<file path="src/rtl/d5m_stream_pkg.sv">
// Shared types and constants for the synthetic D5M pixel source.
package d5m_stream_pkg;

  localparam int DATA_W = 12;

  typedef enum logic [2:0] {
    IDLE,
    VBLANK,
    SETUP,
    ACTIVE,
    HBLANK,
    HOLD
  } state_e;

  localparam logic [1:0] PAT_HRAMP = 2'd0;
  localparam logic [1:0] PAT_VRAMP = 2'd1;
  localparam logic [1:0] PAT_CHECK = 2'd2;
  localparam logic [1:0] PAT_BAYER = 2'd3;

  // Width needed to hold values 0..n-1, never narrower than one bit.
  function automatic int cnt_w(input int n);
    return (n > 1) ? $clog2(n) : 1;
  endfunction

  function automatic int max2(input int a, input int b);
    return (a > b) ? a : b;
  endfunction

endpackage

</file>
<file path="src/rtl/d5m_stream_gen_if.sv">
// Parallel camera-style video bus: frame valid, line valid and raw pixel.
interface d5m_stream_gen_if;
  logic [d5m_stream_pkg::DATA_W-1:0] oDATA;
  logic                              oFVAL;
  logic                              oLVAL;

  modport master (output oDATA, output oFVAL, output oLVAL);
  modport slave  (input  oDATA, input  oFVAL, input  oLVAL);
endinterface

</file>
<file path="src/rtl/d5m_pattern_lut.sv">
// Combinational test-pattern generator: pixel coordinates and pattern code to raw Bayer value.
module d5m_pattern_lut
  import d5m_stream_pkg::*;
(
  input  logic [DATA_W-1:0] x_i,
  input  logic [DATA_W-1:0] y_i,
  input  logic [1:0]        pat_i,
  output logic [DATA_W-1:0] pix_o
);

  always_comb begin
    pix_o = '0;
    case (pat_i)
      PAT_HRAMP: pix_o = x_i;
      PAT_VRAMP: pix_o = y_i;
      PAT_CHECK: pix_o = (x_i[4] ^ y_i[4]) ? 12'hFFF : 12'h000;
      default: begin
        // Bayer sites on {row parity, column parity}: G R / B G
        case ({y_i[0], x_i[0]})
          2'b01:   pix_o = 12'hFFF;
          2'b10:   pix_o = 12'h000;
          default: pix_o = 12'h800;
        endcase
      end
    endcase
  end

endmodule

</file>
<file path="src/rtl/d5m_stream_gen.sv">
// Synthetic D5M transmitter: FVAL/LVAL/12-bit data with programmable geometry and frame counting.
module d5m_stream_gen
  import d5m_stream_pkg::*;
#(
  parameter int H_ACTIVE = 640,
  parameter int H_BLANK  = 160,
  parameter int V_ACTIVE = 480,
  parameter int V_BLANK  = 1000,
  parameter int FV_SETUP = 8,
  parameter int FV_HOLD  = 8
) (
  input  logic                 iCLK,
  input  logic                 iRST,
  input  logic                 iSTART,
  input  logic                 iEND,
  input  logic [1:0]           iPATTERN,
  d5m_stream_gen_if.master     vid,
  output logic [31:0]          oFrame_Cont
);

  localparam int PH_MAX = max2(max2(max2(H_ACTIVE, H_BLANK), max2(V_BLANK, FV_SETUP)), FV_HOLD);
  localparam int CNT_W  = cnt_w(PH_MAX);
  localparam int X_W    = cnt_w(H_ACTIVE);
  localparam int Y_W    = cnt_w(V_ACTIVE);

  localparam logic [CNT_W-1:0] HA_LAST = CNT_W'(H_ACTIVE - 1);
  localparam logic [CNT_W-1:0] HB_LAST = CNT_W'(H_BLANK - 1);
  localparam logic [CNT_W-1:0] VB_LAST = CNT_W'(V_BLANK - 1);
  localparam logic [CNT_W-1:0] SU_LAST = CNT_W'(FV_SETUP - 1);
  localparam logic [CNT_W-1:0] HO_LAST = CNT_W'(FV_HOLD - 1);
  localparam logic [Y_W-1:0]   Y_LAST  = Y_W'(V_ACTIVE - 1);

  state_e            state_q, state_d;
  logic [CNT_W-1:0]  cnt_q, cnt_d;
  logic [X_W-1:0]    x_q, x_d;
  logic [Y_W-1:0]    y_q, y_d;
  logic              run_q, run_d;
  logic [1:0]        pat_q, pat_d;
  logic              inc_q, inc_d;
  logic [31:0]       frame_q;
  logic              fval_q, lval_q;
  logic [DATA_W-1:0] data_q;
  logic [DATA_W-1:0] pix;

  d5m_pattern_lut u_lut (
    .x_i   (DATA_W'(x_q)),
    .y_i   (DATA_W'(y_q)),
    .pat_i (pat_q),
    .pix_o (pix)
  );

  always_comb begin
    state_d = state_q;
    cnt_d   = cnt_q + CNT_W'(1);
    x_d     = x_q;
    y_d     = y_q;
    run_d   = run_q;
    pat_d   = pat_q;
    inc_d   = 1'b0;

    if (iEND)                          run_d = 1'b0;
    else if (state_q == IDLE && iSTART) run_d = 1'b1;

    case (state_q)
      IDLE: begin
        cnt_d = '0;
        if (iSTART && !iEND) state_d = VBLANK;
      end
      VBLANK: begin
        if (cnt_q == VB_LAST) begin
          cnt_d = '0;
          if (run_d) begin
            state_d = SETUP;
            pat_d   = iPATTERN;
            x_d     = '0;
            y_d     = '0;
          end else begin
            state_d = IDLE;
          end
        end
      end
      SETUP: begin
        if (cnt_q == SU_LAST) begin
          cnt_d   = '0;
          state_d = ACTIVE;
        end
      end
      ACTIVE: begin
        x_d = x_q + X_W'(1);
        if (cnt_q == HA_LAST) begin
          cnt_d = '0;
          x_d   = '0;
          if (y_q == Y_LAST) begin
            state_d = HOLD;
          end else begin
            y_d     = y_q + Y_W'(1);
            state_d = HBLANK;
          end
        end
      end
      HBLANK: begin
        if (cnt_q == HB_LAST) begin
          cnt_d   = '0;
          state_d = ACTIVE;
        end
      end
      HOLD: begin
        if (cnt_q == HO_LAST) begin
          cnt_d   = '0;
          inc_d   = 1'b1;
          state_d = run_d ? VBLANK : IDLE;
        end
      end
      default: state_d = IDLE;
    endcase
  end

  // Outputs are decoded from the current state, so they trail the FSM by one edge;
  // the frame-count bump is delayed to land on the edge where FVAL falls.
  always_ff @(posedge iCLK) begin
    if (iRST) begin
      state_q <= IDLE;
      cnt_q   <= '0;
      x_q     <= '0;
      y_q     <= '0;
      run_q   <= 1'b0;
      pat_q   <= PAT_HRAMP;
      inc_q   <= 1'b0;
      frame_q <= '0;
      fval_q  <= 1'b0;
      lval_q  <= 1'b0;
      data_q  <= '0;
    end else begin
      state_q <= state_d;
      cnt_q   <= cnt_d;
      x_q     <= x_d;
      y_q     <= y_d;
      run_q   <= run_d;
      pat_q   <= pat_d;
      inc_q   <= inc_d;
      frame_q <= frame_q + 32'(inc_q);
      fval_q  <= (state_q != IDLE) && (state_q != VBLANK);
      lval_q  <= (state_q == ACTIVE);
      data_q  <= (state_q == ACTIVE) ? pix : '0;
    end
  end

  assign vid.oDATA   = data_q;
  assign vid.oFVAL   = fval_q;
  assign vid.oLVAL   = lval_q;
  assign oFrame_Cont = frame_q;

endmodule

</file>
<file path="src/flat_wrapper.sv">
// flat-port wrapper written by rule: the top's interface ports become plain ports
module d5m_stream_gen_flat import d5m_stream_pkg::*;
#(
  parameter int H_ACTIVE = 640,
  parameter int H_BLANK  = 160,
  parameter int V_ACTIVE = 480,
  parameter int V_BLANK  = 1000,
  parameter int FV_SETUP = 8,
  parameter int FV_HOLD  = 8
)
  (iCLK, iRST, iSTART, iEND, iPATTERN, oFrame_Cont, vid_oDATA, vid_oFVAL, vid_oLVAL);
  d5m_stream_gen_if vid_i ();
  input  logic iCLK;
  input  logic iRST;
  input  logic iSTART;
  input  logic iEND;
  input  logic [1:0] iPATTERN;
  output logic [31:0] oFrame_Cont;
  output wire logic [$bits(vid_i.oDATA)-1:0] vid_oDATA;
  output wire logic [$bits(vid_i.oFVAL)-1:0] vid_oFVAL;
  output wire logic [$bits(vid_i.oLVAL)-1:0] vid_oLVAL;
  assign vid_oDATA = vid_i.oDATA;
  assign vid_oFVAL = vid_i.oFVAL;
  assign vid_oLVAL = vid_i.oLVAL;
  d5m_stream_gen #(.H_ACTIVE(H_ACTIVE), .H_BLANK(H_BLANK), .V_ACTIVE(V_ACTIVE), .V_BLANK(V_BLANK), .FV_SETUP(FV_SETUP), .FV_HOLD(FV_HOLD)) u_core (.iCLK(iCLK), .iRST(iRST), .iSTART(iSTART), .iEND(iEND), .iPATTERN(iPATTERN), .vid(vid_i), .oFrame_Cont(oFrame_Cont));
endmodule
</file>
<file path="config.mk">
export PLATFORM = sky130hd
export DESIGN_NAME = d5m_stream_gen_flat
export DESIGN_NICKNAME = d
export VERILOG_FILES = /design/src/rtl/d5m_stream_pkg.sv /design/src/rtl/d5m_stream_gen_if.sv /design/src/rtl/d5m_pattern_lut.sv /design/src/rtl/d5m_stream_gen.sv /design/src/flat_wrapper.sv
export SDC_FILE = /design/constraint.sdc
export NUM_CORES = 1
export LEC_CHECK = 0
export ABC_AREA = 1
export ABC_CLOCK_PERIOD_IN_PS = 2400
export BUFFER_PORTS_ARGS = -buffer_cell sky130_fd_sc_hd__buf_2
export CAP_MARGIN = 20
export CORE_MARGIN = 2
export CORE_UTILIZATION = 63
export DETAILED_ROUTE_END_ITERATION = 7
export PLACE_DENSITY = 0.85
export RECOVER_POWER = 25
export SLEW_MARGIN = 20
export SYNTH_ARGS = -nofsm -noshare
export SYNTH_HDL_FRONTEND = slang
export SYNTH_SLANG_ARGS = --single-unit
</file>
<file path="constraint.sdc">
create_clock -name iCLK -period 2.4 [get_ports iCLK]
set_input_delay 0.36 -clock iCLK [delete_from_list [all_inputs] [get_ports iCLK]]
set_output_delay 0.36 -clock iCLK [all_outputs]
set_load 0.1 [all_outputs]
</file>
-- Word-level counts from Yosys, hierarchy flattened
Index checks and enable logic that the tools add are counted.
- flip-flop bits (word level): 82
- bits of input ports: 6
- output and inout bits: 46
- logic and storage cells: 86
- $add $sub $neg: 4
- eq/ne operators: 23
- multiplexer cells: 30
- bitwise logic cells: 3
- reduce and logical (&&, ||, !) cells: 15
- operator list (cell ; count):
    $mux 10 ; 7
    $pmux 10 s5 ; 1
    $mux 9 ; 4
    $pmux 12 s3 ; 1
    $add 32x1->32 ; 1
    $pmux 12 s2 ; 1
    $add 10x1->10 const B ; 2
    $eq 10x10->1 const B ; 2
    $pmux 10 s2 ; 1
    $mux 3 ; 6
    $pmux 3 s6 ; 1
    $pmux 9 s2 ; 1
    $mux 12 ; 1
    $ne 2x1->1 const B ; 6
    $eq 10x3->1 const B ; 1
    $eq 10x8->1 const B ; 1
    $add 9x1->9 const B ; 1
    $eq 9x9->1 const B ; 1
    $eq 3x2->1 const B ; 2
    $eq 3x3->1 const B ; 2
    $reduce_and 3->1 ; 2
    $reduce_and 6->1 ; 1
    $reduce_or 2->1 ; 3
    $mux 1 ; 5
    15 further kinds ; 21

-- Depth between registers and ports, before layout
- depth in word-level cells: 7
- gate-level depth with buffers: 12
- depth with buffers taken out: 12

-- Cells and area by module
From an unflattened synthesis, not the netlist that was laid out.
- cell total of the unflattened synthesis: 671
- area total of the unflattened synthesis: 4506.8 µm²
- modules (own cells, without submodules) (module ; times used ; cells each ; area an instance (µm²) ; seq. area each (µm²)):
    d5m_stream_gen ; 1 ; 593 ; 4082.7 ; 1641.6
    d5m_pattern_lut ; 1 ; 78 ; 424.2 ; 0.0

-- Worst setup path after synthesis
Ideal clock, no wire load.
- kind: register to register
- from: register u_core.frame_q[0] (netlist: u_core.oFrame_Cont[0])
- to: register u_core.frame_q[18] (netlist: u_core.oFrame_Cont[18])
- setup time: 0.128 ns
- arrival time: 2.233 ns
- data required time: 2.272 ns
- path slack: 0.039 ns
- cell stages (with the launch flop): 11
- buffers on the path: 0
- period minus slack after synthesis: 2.361 ns
- cell sequence: dfxtp_1 ha_1 ha_1 nand2_1 inv_1 nand2_1 nor3_2 inv_1 nor2_1 xor2_1 nor2_1
- cells in the longest elaborated chain, start to end: 1
- ends and longest elaborated chain (element ; line ; text):
    start, declared ; d5m_stream_gen.sv:40 ; logic [31:0] frame_q;
    start signal, assigned ; d5m_stream_gen.sv:141 ; frame_q <= frame_q + 32'(inc_q);
    $add 32x1->32 ; d5m_stream_gen.sv:141 ;
Every way passes these cells.
A chain may end at the register's enable or synchronous reset.

-- Worst setup path after layout
- from: register u_core.frame_q[18] (netlist: u_core.oFrame_Cont[18])
- to: output port oFrame_Cont[18]
- RTL lines (element ; line ; text):
    end, declared ; flat_wrapper.sv:18 ; output logic [31:0] oFrame_Cont;
No word-level cell between the ends.

==> metrics.log <==
INFO  metric outcome = finished clean
INFO  metric synthMuxAreaShare = 0
INFO  metric drt_first_pass_iters = 5
INFO  metric cts_hold_repair.buffers = 0
INFO  metric timing.critical_path.from_type = flip-flop
INFO  metric sequential_cell_area = around 1600 um^2
INFO  metric maxSlewViolCount = 0
INFO  metric ys_async_sr_fraction = 0
INFO  metric layout_common_cells = sky130_fd_sc_hd__nand2_1 (137), sky130_fd_sc_hd__nor2_1 (89), sky130_fd_sc_hd__dfxtp_1 (82)
INFO  metric clock_latency = 0.36 ns
INFO  metric drv.max_cap_violation_count = 0
INFO  metric critical_path_buf_inv_count = 1
INFO  metric post-route-min-period = 1.94 ns
INFO  metric cpLargestDelayFamily = buffers and inverters
INFO  metric synth-main-ff-cell = sky130_fd_sc_hd__dfxtp_1
INFO  metric post_cts.resized_instances = 0
INFO  metric die_height = between 80 and 90 um
INFO  metric synth_adder_area_share = 0.0145
INFO  metric yosysSeqAreaShare = 0.380
INFO  metric numPortBuffers = 51
INFO  metric tritoncts_clock_tree = done
INFO  metric wl_per_cell = approximately 14 um
INFO  metric finish.net_count = 690
INFO  metric start_util = 0.642
INFO  metric xor_and_xnor_fraction_of_the_mapped_netlist_area = 0.0223
INFO  metric fmax = 0.514 GHz
INFO  metric timing.critical_path.fanout_max = 3
INFO  metric synth-edff-count = 0
INFO  metric multi_input_area = about 2300 um^2
INFO  metric worst_path_max_delay_cell = sky130_fd_sc_hd__clkbuf_1
INFO  metric cts_max_path_buffers = 2
INFO  metric cell_at_the_root_of_the_clock_tree = sky130_fd_sc_hd__clkbuf_8
INFO  metric post_cts.repair.setup_buffers = 0
INFO  metric layout-drive-gt1-share = 0.120
INFO  metric setup_tns = 0 ns
INFO  metric timing.critical_path.to_type = primary output
INFO  metric synth_simple_gate_area_frac = 0.383
INFO  metric num_rows = 30
INFO  metric post-route-period-util = 0.810
INFO  metric final_critical_path_setup_slack = 0.455 ns
INFO  metric finalHoldWorstSlack = around 0.28 ns
INFO  metric synthDistinctLibCells = 36
INFO  metric finalSetupViolations = 0
INFO  metric track_usage = 0.280
INFO  metric synth_nets = 639
INFO  metric power.total = 3.29 mW
INFO  metric dieWidth = 86.8 um
INFO  metric area_growth_syn_to_layout = 10.9%
INFO  metric criticalPathCategory = reg -> out
INFO  metric cpPeakStageDelay = about 0.87 ns
INFO  metric first_global_vias = 3658
INFO  metric drt-total-wl = 10.3 mm
INFO  metric layout_commonest_cell = sky130_fd_sc_hd__nand2_1
INFO  metric pwr_density_cell = 687 nW/um^2
INFO  metric grt_pass1_wl = 16.7 mm
INFO  metric synth_seq_cells = slightly above 80
INFO  metric required = between 2 and 2.5 ns
INFO  metric dp_hpwl = 7.81 mm
INFO  metric vias_per_cell = 5.66
INFO  metric antennaDiodeCount = 0
INFO  metric total_grt_overflow = 0
INFO  metric drt.antenna.violating_nets = 0
INFO  metric htree_num_levels = 3
INFO  metric cts.sinks = 82
INFO  metric first_iter_violations = 304
INFO  metric final_hold_viol_count = 0
INFO  metric unrepaired_setup_endpoints_after_global_routing = no
INFO  metric place_worst_setup_slack = 0.606 ns
INFO  metric floorplan.die_area = 7530 um^2
INFO  metric num_vias = 4321
INFO  metric hold_class = in -> reg
INFO  metric leakage_power_of_the_design = 1.78 nW
INFO  metric floorplan.core_area = between 6000 and 7000 um^2
INFO  metric synth_warnings = 0
INFO  metric finalClockSkew = 0.0136 ns
INFO  metric clk_pin_slew_worst_paths = 0.08 ns
INFO  metric route.detailed.drc = 0
INFO  metric worst_slew_pin_slew = 1.17 ns
INFO  metric post_synth.cell_area_avg = 6.87 um^2
INFO  metric num_io_pins = between 50 and 60
INFO  metric dominant_combinational_cell_family_by_area_after_synthesis = simple AND/OR/NAND/NOR gates
INFO  metric final_replace_weighted_congestion = about 0.95
INFO  metric vdd_ir_drop_max = 0.644 mV
INFO  metric critical_path.cell_chain = clkbuf_1
INFO  metric netlist_area = 4320 um^2
INFO  metric netlist_instances = 628
INFO  metric cts_made_buffers = 9
INFO  metric antenna_found_initial = 0
INFO  metric worst_ep_arrival_time = 1.58 ns
INFO  metric maximum_number_of_pins_on_one_net_before_global_route_repair = 22
INFO  metric synthesized_area_fraction_occupied_by_ao_oa_aoi_and_oai_cells = 0.113
INFO  metric timing.max_slew.rel_slack = 0.223
INFO  metric fillcell_total = 603
routing by layer:
layer,GRT usage,vias to the layer above,wire length (um)
li1,-,2148,-
met1,0.406,1981,4870
met2,0.426,182,4550
met3,0.0371,10,769
met4,0.102,0,123
met5,0,-,0
power breakdown:
group / internal, mW / switching, mW / leakage [nW] / total (mW)
clock network: 0.506 / 0.488 / 0.103 / 0.994
registers: 1.41 / 0.0961 / 0.661 / 1.51
logic: 0.245 / 0.542 / 1.01 / 0.787
per-stage QoR:
stage	instance area, um^2	instances	utilization
2_1_floorplan	4320	628	-
3_3_place_gp	4620	748	0.687
3_5_place_dp	4620	748	0.687
4_1_cts	4810	764	0.716
5_1_grt	4790	764	0.712
6_report	4790	764	0.712
path summary, 6_finish.rpt:
check                          from                endpoint  slack (ns)  cells past startpoint
max          u_core.oFrame_Cont[18]         oFrame_Cont[18]        0.46                      1
min                     iPATTERN[1]         u_core.pat_q[1]        0.28                      3
min reg2reg         u_core.cnt_q[0]         u_core.cnt_q[0]        0.45                      1
max reg2reg   u_core.oFrame_Cont[0]  u_core.oFrame_Cont[17]        0.51                     11
synthesized netlist by cell type (2+ instances only):
| cell type | n | area (um^2) |
|---|---|---|
| sky130_fd_sc_hd__a21oi_2 | 2 | 17.5 |
| sky130_fd_sc_hd__nor3_2 | 4 | 40.0 |
| sky130_fd_sc_hd__nor3_1 | 18 | 90.1 |
| sky130_fd_sc_hd__nor2_1 | 88 | 330 |
| sky130_fd_sc_hd__xor2_1 | 10 | 87.6 |
| sky130_fd_sc_hd__clkbuf_1 | 7 | 26.3 |
| sky130_fd_sc_hd__dfxtp_1 | 82 | 1640 |
| sky130_fd_sc_hd__nand2_2 | 6 | 37.5 |
| sky130_fd_sc_hd__buf_2 | 3 | 15.0 |
| sky130_fd_sc_hd__nand2_1 | 137 | 514 |
| sky130_fd_sc_hd__nor2_4 | 3 | 33.8 |
| sky130_fd_sc_hd__nand3_1 | 48 | 240 |
| sky130_fd_sc_hd__nor2_8 | 2 | 40.0 |
| sky130_fd_sc_hd__ha_1 | 5 | 62.6 |
| sky130_fd_sc_hd__a221oi_1 | 9 | 78.8 |
| sky130_fd_sc_hd__nor3b_1 | 3 | 22.5 |
| sky130_fd_sc_hd__inv_2 | 3 | 11.3 |
| sky130_fd_sc_hd__nand2_4 | 4 | 45.0 |
| sky130_fd_sc_hd__inv_1 | 77 | 289 |
| sky130_fd_sc_hd__or2_2 | 3 | 18.8 |
| sky130_fd_sc_hd__nor2_2 | 3 | 18.8 |
| sky130_fd_sc_hd__a21oi_1 | 47 | 235 |
| sky130_fd_sc_hd__buf_4 | 2 | 15.0 |
| sky130_fd_sc_hd__nand3b_1 | 4 | 30.0 |
| sky130_fd_sc_hd__o21ai_0 | 24 | 120 |
| sky130_fd_sc_hd__nand4_1 | 21 | 131 |
| sky130_fd_sc_hd__or2_0 | 4 | 25.0 |
area by class of cell:
cell class	instances	area share
clock buffers	11	0.0295
clock inverters	5	0.0112
inverters	81	0.0640
multi-input cells	452	0.480
flip-flops and latches	82	0.343
well taps	80	0.0209
repair buffers	53	0.0515
tightest hold or removal path: cells and delay by family:
family	cells	cell delay (ns)
AND/OR/NAND/NOR	1	0.09
buffers and inverters	1	0.07
AO/OA/AOI/OAI	1	0.07
registers in the layout, summed over array words and instances (netlist names):
| register | flops |
|---|---|
| u_core.x_q | 10 |
| u_core.vid.oDATA | 12 |
| u_core.pat_q | 2 |
| u_core.y_q | 9 |
| u_core.run_q | 1 |
| u_core.vid.oLVAL | 1 |
| u_core.state_q | 3 |
| u_core.inc_q | 1 |
| u_core.vid.oFVAL | 1 |
| u_core.cnt_q | 10 |
| u_core.oFrame_Cont | 32 |
cell families after synthesis:
logic type / after synthesis
and+or+nand+nor: 351
buffers and inverters: 94
AOI/OAI and AO/OA: 85
DFF: 82
xor gates and xnor gates: 11
adders and majority gates: 5
Note: power is estimated with default switching activity, not from simulation.
